<file path="src/rtl/restoring_div_4bits_if.sv">
// ============================================================================
// Module      : restoring_div_4bits_if
// Description : Request/result bundle for the 4-bit restoring divider.
// Revision    : 1.0 - initial release
// ============================================================================
`default_nettype none

interface restoring_div_4bits_if;
  logic       start;
  logic [3:0] A;
  logic [3:0] B;
  logic [3:0] Q;
  logic [3:0] R;
  logic       busy;
  logic       done;
  logic       div_by_zero;

  modport master (
    output start, A, B,
    input  Q, R, busy, done, div_by_zero
  );

  modport slave (
    input  start, A, B,
    output Q, R, busy, done, div_by_zero
  );
endinterface

`default_nettype wire

</file>
<file path="src/rtl/restoring_div_4bits.sv">
// ============================================================================
// Module      : restoring_div_4bits
// Description : Unsigned 4-bit restoring divider, one quotient bit per clock.
// Revision    : 1.0 - initial release
// ============================================================================
`default_nettype none

module restoring_div_4bits (
  input  wire logic                   clk,
  input  wire logic                   reset,
  restoring_div_4bits_if.slave        io_bus
);

  typedef enum logic [1:0] {
    S_IDLE = 2'd0,
    S_RUN  = 2'd1,
    S_DONE = 2'd2
  } state_t;

  state_t     r_state;
  state_t     w_next;

  logic [3:0] r_dvd;
  logic [3:0] r_dvs;
  logic [4:0] r_pr;
  logic [1:0] r_cnt;
  logic [3:0] r_qw;
  logic [3:0] r_q;
  logic [3:0] r_r;
  logic       r_dbz;

  logic       w_accept;
  logic       w_last;
  logic [4:0] w_t;
  logic [4:0] w_b;
  logic [4:0] w_g;
  logic [4:0] w_p;
  logic [5:0] w_c;
  logic [4:0] w_d;
  logic [4:0] w_pr_nxt;
  logic [3:0] w_qw_nxt;
  logic       w_unused_pr_msb;

  assign w_accept = ((r_state == S_IDLE) || (r_state == S_DONE)) && io_bus.start;
  assign w_last   = (r_state == S_RUN) && (r_cnt == 2'd3);

  always_ff @(posedge clk) begin
    if (reset) begin
      r_state <= S_IDLE;
    end else begin
      r_state <= w_next;
    end
  end

  always_comb begin
    w_next = r_state;
    case (r_state)
      S_IDLE: begin
        if (io_bus.start) begin
          w_next = (io_bus.B == 4'd0) ? S_DONE : S_RUN;
        end
      end
      S_RUN: begin
        if (w_last) begin
          w_next = S_DONE;
        end
      end
      S_DONE: begin
        if (io_bus.start) begin
          w_next = (io_bus.B == 4'd0) ? S_DONE : S_RUN;
        end else begin
          w_next = S_IDLE;
        end
      end
      default: w_next = S_IDLE;
    endcase
  end

  // Trial subtraction T - B; every borrow is a flat sum of generate/propagate products.
  assign w_t = {r_pr[3:0], r_dvd[3]};
  assign w_b = {1'b0, r_dvs};
  assign w_g = ~w_t & w_b;
  assign w_p = ~(w_t ^ w_b);

  assign w_c[0] = 1'b0;
  assign w_c[1] = w_g[0];
  assign w_c[2] = w_g[1] | (w_p[1] & w_g[0]);
  assign w_c[3] = w_g[2] | (w_p[2] & w_g[1]) | (w_p[2] & w_p[1] & w_g[0]);
  assign w_c[4] = w_g[3] | (w_p[3] & w_g[2]) | (w_p[3] & w_p[2] & w_g[1])
                | (w_p[3] & w_p[2] & w_p[1] & w_g[0]);
  assign w_c[5] = w_g[4] | (w_p[4] & w_g[3]) | (w_p[4] & w_p[3] & w_g[2])
                | (w_p[4] & w_p[3] & w_p[2] & w_g[1])
                | (w_p[4] & w_p[3] & w_p[2] & w_p[1] & w_g[0]);

  assign w_d      = w_t ^ w_b ^ w_c[4:0];
  assign w_pr_nxt = w_c[5] ? w_t : w_d;
  assign w_qw_nxt = {r_qw[2:0], ~w_c[5]};

  // The remainder is always below the divisor after a step, so PR[4] is never fed back.
  assign w_unused_pr_msb = r_pr[4];

  always_ff @(posedge clk) begin
    if (reset) begin
      r_dvd <= 4'd0;
      r_dvs <= 4'd0;
      r_pr  <= 5'd0;
      r_cnt <= 2'd0;
      r_qw  <= 4'd0;
      r_q   <= 4'd0;
      r_r   <= 4'd0;
      r_dbz <= 1'b0;
    end else if (w_accept) begin
      r_dvd <= io_bus.A;
      r_dvs <= io_bus.B;
      r_pr  <= 5'd0;
      r_cnt <= 2'd0;
      r_qw  <= 4'd0;
      r_dbz <= 1'b0;
      if (io_bus.B == 4'd0) begin
        r_q   <= 4'hF;
        r_r   <= io_bus.A;
        r_dbz <= 1'b1;
      end
    end else if (r_state == S_RUN) begin
      r_pr  <= w_pr_nxt;
      r_qw  <= w_qw_nxt;
      r_dvd <= {r_dvd[2:0], 1'b0};
      r_cnt <= r_cnt + 2'd1;
      if (w_last) begin
        r_q <= w_qw_nxt;
        r_r <= w_pr_nxt[3:0];
      end
    end
  end

  assign io_bus.Q           = r_q;
  assign io_bus.R           = r_r;
  assign io_bus.div_by_zero = r_dbz;
  assign io_bus.busy        = (r_state == S_RUN);
  assign io_bus.done        = (r_state == S_DONE);

endmodule

`default_nettype wire

</file>
<file path="src/flat_wrapper.sv">
// flat-port wrapper written by rule: the top's interface ports become plain ports
module restoring_div_4bits_flat 
  (clk, reset, io_bus_start, io_bus_A, io_bus_B, io_bus_Q, io_bus_R, io_bus_busy, io_bus_done, io_bus_div_by_zero);
  restoring_div_4bits_if io_bus_i ();
  input  wire logic clk;
  input  wire logic reset;
  input wire logic [$bits(io_bus_i.start)-1:0] io_bus_start;
  input wire logic [$bits(io_bus_i.A)-1:0] io_bus_A;
  input wire logic [$bits(io_bus_i.B)-1:0] io_bus_B;
  output wire logic [$bits(io_bus_i.Q)-1:0] io_bus_Q;
  output wire logic [$bits(io_bus_i.R)-1:0] io_bus_R;
  output wire logic [$bits(io_bus_i.busy)-1:0] io_bus_busy;
  output wire logic [$bits(io_bus_i.done)-1:0] io_bus_done;
  output wire logic [$bits(io_bus_i.div_by_zero)-1:0] io_bus_div_by_zero;
  assign io_bus_i.start = io_bus_start;
  assign io_bus_i.A = io_bus_A;
  assign io_bus_i.B = io_bus_B;
  assign io_bus_Q = io_bus_i.Q;
  assign io_bus_R = io_bus_i.R;
  assign io_bus_busy = io_bus_i.busy;
  assign io_bus_done = io_bus_i.done;
  assign io_bus_div_by_zero = io_bus_i.div_by_zero;
  restoring_div_4bits u_core (.clk(clk), .reset(reset), .io_bus(io_bus_i));
endmodule
</file>
<file path="config.mk">
export PLATFORM = sky130hd
export DESIGN_NAME = restoring_div_4bits_flat
export DESIGN_NICKNAME = d
export VERILOG_FILES = /design/src/rtl/restoring_div_4bits_if.sv /design/src/rtl/restoring_div_4bits.sv /design/src/flat_wrapper.sv
export SDC_FILE = /design/constraint.sdc
export NUM_CORES = 1
export LEC_CHECK = 0
export BUFFER_PORTS_ARGS = -buffer_cell sky130_fd_sc_hd__buf_2
export CORE_AREA = 2 2 46 66
export DETAILED_ROUTE_END_ITERATION = 12
export DIE_AREA = 0 0 48 68
export PLACE_DENSITY = 0.7
export SETUP_SLACK_MARGIN = 0.3
export SLEW_MARGIN = 20
export SYNTH_ARGS = -nofsm -noshare
export SYNTH_HDL_FRONTEND = slang
export SYNTH_SLANG_ARGS = --single-unit
export TNS_END_PERCENT = 50
</file>
<file path="constraint.sdc">
create_clock -name clk -period 5.7 [get_ports clk]
set_clock_uncertainty 0.1 [all_clocks]
set_input_delay 1.71 -clock clk [delete_from_list [all_inputs] [get_ports clk]]
set_output_delay 1.71 -clock clk [all_outputs]
set_load 0.05 [all_outputs]
</file>
-- Word level (Yosys, flattened, before mapping)
Index checks and enable logic that the tools add are counted.
- bits in registers: 28
- bits of input ports: 11
- output and inout bits: 11
- logic and storage cells: 67
- add/subtract/negate cells: 1
- equality and inequality tests: 6
- multiplexer cells: 17
- bitwise logic cells: 24
- reduce and logical (&&, ||, !) cells: 10
- operators by type and width (operator ; number):
    two-way mux 4 bit ; 11
    bitwise AND 1 bit ; 11
    inverter 5 bit ; 2
    two-way mux 2 bit ; 4
    bitwise OR 1 bit ; 7
    one-hot mux 2 bit (3 select lines) ; 1
    bitwise AND 5 x 4 -> 5 bit ; 1
    XOR 5 x 4 -> 5 bit ; 1
    == test 2 bit (second input constant) ; 2
    zero test 4 bit ; 1
    != test 2 bit (second input constant) ; 2
    nonzero test 2 bit ; 2
    XOR 4 bit ; 1
    AND reduction 3 bit ; 1
    adder 2 x 1 -> 2 bit (second input constant) ; 1
    == test 2 x 1 -> 1 bit (second input constant) ; 1
    logical AND 1 bit ; 2
    zero test 2 bit ; 1
    != test 2 x 1 -> 1 bit (second input constant) ; 1
    AND reduction 2 bit ; 1
    OR reduction 2 bit ; 1
    logical OR 1 bit ; 1
    two-way mux 1 bit ; 1
    inverter 1 bit ; 1

-- Depth between registers and ports, before layout
Gate-level depths: netlist of the first run.
- word-level depth: 11
- depth in mapped cells: 8
- mapped depth without buffers: 7

-- Worst setup path after synthesis of the first run
OpenSTA, ideal clock, no wires.
- kind: input to register
- from: input port io_bus_B[0]
- to: register u_core.r_r[0] (netlist: u_core.io_bus.R[0])
- library setup time: 0.135 ns
- arrival: 2.716 ns
- data required time: 5.465 ns
- slack: 2.749 ns
- cell stages on the path: 5
- path buffers: 0
- path through: or4_4 -> nor2_4 -> nor2_2 -> a22oi_1 -> o22ai_1
- longest elaborated chain between the ends: 3
- ends and longest elaborated chain (item ; RTL line ; RTL):
    start: declaration ; flat_wrapper.sv:9 ; input wire logic [$bits(io_bus_i.B)-1:0] io_bus_B;
    zero test 4 bit ; restoring_div_4bits.sv:119 ; if (io_bus.B == 4'd0) begin
    != test 2 bit (no source line) ; - ;
    AND reduction 3 bit (no source line) ; - ;
    end signal: assignment ; restoring_div_4bits.sv:121 ; r_r <= io_bus.A;
    end signal: assignment ; restoring_div_4bits.sv:131 ; r_r <= w_pr_nxt[3:0];
    end: declaration ; restoring_div_4bits.sv:29 ; logic [3:0] r_r;
No other way between the ends.
A chain may end at the register's enable or synchronous reset.

-- Worst setup path after layout of the first run
- from: register u_core.r_state[0]
- to: output port io_bus_busy
- longest elaborated chain between the ends: 1
- ends and longest elaborated chain (item ; RTL line ; RTL):
    start: declaration ; restoring_div_4bits.sv:20 ; state_t r_state;
    start signal: assignment ; restoring_div_4bits.sv:51 ; r_state <= w_next;
    == test 2 x 1 -> 1 bit ; restoring_div_4bits.sv:139 ; assign io_bus.busy = (r_state == S_RUN);
    end: declaration ; flat_wrapper.sv:12 ; output wire logic [$bits(io_bus_i.busy)-1:0] io_bus_busy;
No other way between the ends.

==> summary.md, run 1 <==
• 0 — number of antenna violations at the first check in global routing
• 0 — count of endpoints failing hold in the final timing report
• 0.787 — weighted congestion reported at the end of routability-driven placement
• buffers and inverters — CP delay by family, top
• 0.182 mV — peak supply drop
• 2730 um2 — placeable core area
• 42 — Starting DRT DRC Count
• 49.8% — relative slew slack
• register — type of element launching the critical path
• 0 — Post CTS Setup Buffer Count
• 39 — number of distinct library cells after synthesis
• 0 — remaining design rule violation count
• sky130_fd_sc_hd__dfxtp_1 — cell accounting for the most synthesized area
• 2 — buffer depth of the longest clock path
• 0.579 nW — leakage power total
• 5.26 — Avg Vias per Cell
• 1083 — overall via count from detail_route
• 187 — final layout net count
• 0 — number of max-slew violations in the final report
• 0 ns — Fin Setup TNS
• 561 um2 — area occupied by registers
• 4440 um — global-route wire length before repair
• 23 — largest net degree at the start of global routing
• 302 MHz — f_max
• register to primary output — critical path class
• 23 — floorplan row count
• 14.4% — P&R area growth vs syn
• 2150 um — estimated wirelength of the detail-placed design
• 0 — number of warning messages in the yosys log
• 28 — post-synthesis register bit count
• register to register — type of the most critical hold path
• sky130_fd_sc_hd__dfxtp_1 — library cell contributing the largest single delay on the critical path
• 28 x sky130_fd_sc_hd__dfxtp_1, 24 x sky130_fd_sc_hd__nand2_1, 16 x sky130_fd_sc_hd__a21oi_1 — commonest cells in the netlist
• 5 — length of the first detailed-routing pass in iterations
• 152 — synthesized netlist cell count
• 18.8% — global-route usage over all layers
• 14 — maximum net fanout on the critical path
• 53.8% — final core area utilization
• 0.39 ns — CP max stage delay
• 21 — # port buffers
• 0 — final setup violating endpoints
• 0% — fraction of registers with async set/reset
• complete, no violations — outcome
• primary output — type of element capturing the critical path
• 662 um2 — multi-input logic area
• nand2b_1, inv_2, buf_2 — cell breakdown of the critical path
• 8.46 um2 — mean instance size in the synthesized netlist
• 3 — clock buffer count from CTS
• done — clock tree from TritonCTS
• 28 — number of sinks handled by clock tree synthesis
• 0 — number of buffers inserted for hold repair after clock tree synthesis
• 43.6% — sequential-to-total area share from yosys stat
• sky130_fd_sc_hd__dfxtp_1 44%, sky130_fd_sc_hd__nand2_1 7.0%, sky130_fd_sc_hd__a21oi_1 6.2%, sky130_fd_sc_hd__ha_1 4.9%, sky130_fd_sc_hd__nor2_1 3.8% — most area-consuming cells after synthesis
• 48 um — Horiz. Die Dim
• 20.1% — fraction of final layout cells sized beyond drive strength 1
• 292 nW/um2 — total power divided by cell area
• 0.09 ns — clock-pin slew on the worst setup and hold paths
• 58.1% — share of the clock period used by the worst path
• 2 — combined buffer and inverter count along the critical path
• 0 — Antenna diodes
• 1 — CTS H-tree depth
• sky130_fd_sc_hd__dfxtp_1 — Post-synth top flop
• 1.50 ns — worst path arrival time
• sky130_fd_sc_hd__clkbuf_8 — Clk Tree Root Cell
• 3260 um2 — Die ar.
• 0 — post-cts resize count
• sky130_fd_sc_hd__dfxtp_1 — most numerous cell in the Yosys netlist
• 13.4 um — detail-routed net length per standard cell
• 0.27 ns — Worst-Skew Late Latency
• 258 — final-layout fill cell count
• 2760 um — overall routed net length
• 1290 um2 — summed instance area of the synthesized netlist
• 1085 — vias in the first global route
• 169 — net count after synthesis
• 3.89 ns — Worst EP required
• 3.31 ns — min cycle time layout
• 0 — Max Cap Viol
• false — RSZ-0062 raised after global routing
• 22 — Boundary Pins
• 47.0% — initial core utilization
• 0 — number of enable-type register cells in the synthesized netlist
• 68 um — Die Y
• 0 — DRT antenna net count
• 0.752 ns — slew of the pin with the lowest slew margin
• 0 — GRT Residual Overflow
• 43.6% — area fraction of the dominant cell type after synthesis
## cell usage in the layout, fill, tap and decap left out, types with 3 or more instances in the layout
cell type                  instances
sky130_fd_sc_hd__o22ai_1           5
sky130_fd_sc_hd__nor3_1            7
sky130_fd_sc_hd__nor2_1           13
sky130_fd_sc_hd__nor2b_1           3
sky130_fd_sc_hd__nand2b_1          3
sky130_fd_sc_hd__ha_1              5
sky130_fd_sc_hd__nand2_1          24
sky130_fd_sc_hd__dfxtp_1          28
sky130_fd_sc_hd__a21oi_1          16
sky130_fd_sc_hd__clkbuf_8          3
sky130_fd_sc_hd__inv_1             6
sky130_fd_sc_hd__buf_2            21
sky130_fd_sc_hd__a211oi_1          4
sky130_fd_sc_hd__a22oi_1           5
## stage by stage
step	hold slack [ns]	instances	setup slack (ns)	instance area, um2	power [mW]
global placement	0.344	202	2.58	1400	0.279
floorplan	0.337	152	2.75	1290	0.266
global route	0.397	206	2.26	1470	0.446
detailed placement	0.352	202	2.53	1400	0.281
CTS	0.366	206	2.37	1470	0.433
finish	0.368	206	2.39	1470	0.430
## report_power, final
| part | leakage [nW] | switching [mW] | internal [mW] |
|---|---|---|---|
| Sequential | 0.228 | 0.00567 | 0.204 |
| Clock | 0.0357 | 0.0590 | 0.0940 |
| Combinational | 0.315 | 0.0433 | 0.0244 |
## logic make-up after synthesis
kind of cell / Yosys count / share of synthesized area, %
fa+ha+maj: 6 / 6.42
mux: 3 / 2.43
xor+xnor: 3 / 2.04
compound gates: 38 / 18.9
flops: 28 / 43.6
simple gates: 59 / 21.7
buf+inv: 15 / 4.96
## per-layer routing
| metal | track usage, % | up-vias | share of wire [%] |
|---|---|---|---|
| met5 | 0 | - | 0 |
| met2 | 33.7 | 22 | 53 |
| met3 | 2.11 | 4 | 3.4 |
| met4 | 7.77 | 0 | 1.0 |
| li1 | - | 554 | - |
| met1 | 21.4 | 503 | 43 |
## final timing paths
check / slack, ns / from / cells past startpoint / to
setup reg to reg: 3.61 / u_core.r_pr[0] / 7 / u_core.io_bus.R[0]
hold / removal: 0.37 / u_core.r_dvd[1] / 2 / u_core.r_dvd[1]
setup / recovery: 2.39 / u_core.r_state[0] / 3 / io_bus_busy
hold reg to reg: 0.37 / u_core.r_dvd[1] / 2 / u_core.r_dvd[1]
## tightest hold or removal path: stages (launching register included)
cell and delay, ns:
sky130_fd_sc_hd__dfxtp_1 0.32, sky130_fd_sc_hd__nand2_1 0.05, sky130_fd_sc_hd__a21oi_1 0.05
## state kept, by name, summed over array words and instances (netlist names)
signal and flops:
u_core.r_pr 4, u_core.r_state 2, u_core.r_cnt 2, u_core.io_bus.Q 4, u_core.io_bus.R 4, u_core.r_dvd 4, u_core.io_bus.div_by_zero 1, u_core.r_dvs 4
u_core.r_qw 3
## cell type report
type | count | area share [%]
Sequential cell | 28 | 38.1
Clock inverter | 1 | 2.04
Timing Repair Buffer | 21 | 7.14
Inverter | 7 | 1.79
Clock buffer | 3 | 2.81
Multi-Input combinational cell | 109 | 45.0
Tap cell | 37 | 3.15
(Power assumes the default switching activity.)
==> run 2, diff against run 1 <==
--- a/config.mk
+++ b/config.mk
@@ -6,10 +6,10 @@
 export NUM_CORES = 1
 export LEC_CHECK = 0
 export BUFFER_PORTS_ARGS = -buffer_cell sky130_fd_sc_hd__buf_2
-export CORE_AREA = 2 2 46 66
+export CORE_AREA = 2 2 47 66
 export DETAILED_ROUTE_END_ITERATION = 12
-export DIE_AREA = 0 0 48 68
-export PLACE_DENSITY = 0.7
+export DIE_AREA = 0 0 49 68
+export PLACE_DENSITY = 0.71
 export SETUP_SLACK_MARGIN = 0.3
 export SLEW_MARGIN = 20
 export SYNTH_ARGS = -nofsm -noshare
==> constraint.sdc (replaced) <==
create_clock -name clk -period 3 [get_ports clk]
set_clock_uncertainty 0.1 [all_clocks]
set_input_delay 0.9 -clock clk [delete_from_list [all_inputs] [get_ports clk]]
set_output_delay 0.9 -clock clk [all_outputs]
set_load 0.05 [all_outputs]
==> run 2 against run 1 <==
Net effect:
- sequential cell count did not move
- worst setup slack got worse by 1.9 ns
- power increased by 92%
- clock power increased by 93%
- worst hold slack lost 0.0060 ns
- sequential share of layout area fell by 0.19 points
- routed wire length is 9.1% higher
- first-iteration DRC count is 40% lower
- sequential power grew 90%
- global-route usage increased by 0.30 points
==> summary.md, run 2 (synthesis results as in run 1) <==
• 28 x sky130_fd_sc_hd__dfxtp_1, 24 x sky130_fd_sc_hd__nand2_1, 21 x sky130_fd_sc_hd__buf_2 — most frequent cells in the layout
• 0 — Max Cap Viol, unchanged
• 1.54 ns — worst path arrival time, +0.04 ns
• 46.1% — initial core utilization, -0.97 points
• 68 um — Die Y, unchanged
• 95 um — routed wire length on met3, +2.2%
• done — clock tree from TritonCTS
• 49 um — Horiz. Die Dim, +2.1%
• 20.6% — fraction of final layout cells sized beyond drive strength 1, +0.47 points
• 0.858 — weighted congestion reported at the end of routability-driven placement, +8.9%
• 1600 um — routed length on met2, +9.9%
• 0 — DRT antenna net count, unchanged
• buffers and inverters — CP delay by family, top
• register to primary output — critical path class
• 0 — number of antenna violations at the first check in global routing, unchanged
• 3 — clock buffer count from CTS, unchanged
• 1240 um — DRT met1 WL, +4.8%
• 188 — final layout net count, +0.53%
• 2 — buffer depth of the longest clock path, unchanged
• 0.343 mV — peak supply drop, +89%
• 0 — GRT Residual Overflow, unchanged
• primary output — type of element capturing the critical path
• 394 MHz — f_max
• 0.584 nW — leakage power total, +0.86%
• sky130_fd_sc_hd__dfxtp_1 — library cell contributing the largest single delay on the critical path
• 84.6% — share of the clock period used by the worst path
• register to register — type of the most critical hold path
• 14.6 um — detail-routed net length per standard cell, +8.6%
• 561 um2 — area occupied by registers, unchanged
• 0 — remaining design rule violation count, unchanged
• 0 — Antenna diodes, unchanged
• 2 — combined buffer and inverter count along the critical path, unchanged
• 0.28 ns — Worst-Skew Late Latency, about the same
• 0.461 ns — Worst Slack Setup Final, -1.93 ns
• 1 — CTS H-tree depth, unchanged
• 21 — # port buffers, unchanged
• 0 — post-cts resize count, unchanged
• 0 ns — Fin Setup TNS, unchanged
• register — type of element launching the critical path
• 0 — number of max-slew violations in the final report, unchanged
• complete, no violations — outcome
• 1136 — vias in the first global route, +4.7%
• 22 — Boundary Pins, unchanged
• sky130_fd_sc_hd__clkbuf_8 — Clk Tree Root Cell
• 23 — floorplan row count, unchanged
• 1129 — overall via count from detail_route, +4.2%
• 5.45 — Avg Vias per Cell, +3.7%
• 0.619 ns — worst slack, placed, -1.92 ns
• 14 — maximum net fanout on the critical path, unchanged
• met4 — Highest Signal Layer
• 25 — Starting DRT DRC Count, -40%
• 0 — Post CTS Setup Buffer Count, unchanged
• 28 — number of sinks handled by clock tree synthesis, unchanged
• 15.0% — P&R area growth vs syn
• 3010 um — overall routed net length, +9.1%
• 2.00 ns — Worst EP required, -1.89 ns
• 662 um2 — multi-input logic area, unchanged
• 0 — count of endpoints failing hold in the final timing report, unchanged
• 4930 um — global-route wire length before repair, +11%
• 2790 um2 — placeable core area, +2.1%
• nand2b_1, inv_2, buf_2 — cell breakdown of the critical path
• 560 nW/um2 — total power divided by cell area, +91%
• 0 — final setup violating endpoints, unchanged
• false — RSZ-0062 raised after global routing
• 2.54 ns — min cycle time layout
• 0.41 ns — CP max stage delay, +0.02 ns
• 3330 um2 — Die ar., +2.1%
• 0.417 ns — slew of the pin with the lowest slew margin, -0.335 ns
• sky130_fd_sc_hd__dfxtp_1 — leading cell type in the layout, fill and taps excluded
• 19.1% — global-route usage over all layers, +0.30 points
• 281 — final-layout fill cell count, +8.9%
• 0.10 ns — clock-pin slew on the worst setup and hold paths, about the same
• 72.2% — relative slew slack, +22 points
• 2210 um — estimated wirelength of the detail-placed design, +2.8%
• 0 — number of buffers inserted for hold repair after clock tree synthesis, unchanged
• 23 — largest net degree at the start of global routing, unchanged
• 4 — length of the first detailed-routing pass in iterations, -1
==> run 2: power breakdown <==
part / switching [mW] / internal, mW
combinational: 0.0852 / 0.0479
sequential: 0.0114 / 0.387
clock: 0.117 / 0.179
total: 0.214 / 0.614
==> run 2: final timing paths <==
kind	start	endpoint	slack, ns	depth (start not counted)
hold reg to reg	u_core.r_qw[2]	u_core.r_qw[2]	0.36	2
setup reg to reg	u_core.r_pr[0]	u_core.io_bus.R[0]	0.90	7
hold / removal	u_core.r_qw[2]	u_core.r_qw[2]	0.36	2
setup / recovery	u_core.r_state[0]	io_bus_busy	0.46	3
==> run 2: cell type report <==
type                            count  share of cell area [%]
Tap cell                           37                    3.13
Inverter                            7                    1.78
Multi-Input combinational cell    109                    44.8
Timing Repair Buffer               22                    7.61
Clock inverter                      1                    2.03
Clock buffer                        3                    2.79
Sequential cell                    28                    37.9
==> run 2: stage by stage <==
step	util, %	hold WS (ns)	power (mW)	instances	cell area [um2]
2_1_floorplan	-	0.337	0.505	152	1290
3_3_place_gp	50.4	0.346	0.533	203	1410
3_5_place_dp	50.4	0.347	0.538	203	1410
4_1_cts	53.0	0.360	0.829	207	1480
5_1_grt	53.0	0.397	0.854	207	1480
6_report	53.0	0.362	0.827	207	1480
==> run 2: routing by layer <==
metal | track usage (%) | vias to the layer above
li1 | - | 560
met4 | 10.7 | 0
met1 | 20.3 | 529
met5 | 0 | -
met2 | 36.5 | 29
met3 | 2.62 | 11
==> run 2: worst reg2reg max path, delay by kind of cell, from the launching register on <==
family	cells	cell delay [ns]
buffers and inverters	1	0.08
adders and majority gates	1	0.28
DFF	1	0.43
AOI/OAI and AO/OA	3	0.63
and+or+nand+nor	1	0.12
muxes	1	0.40
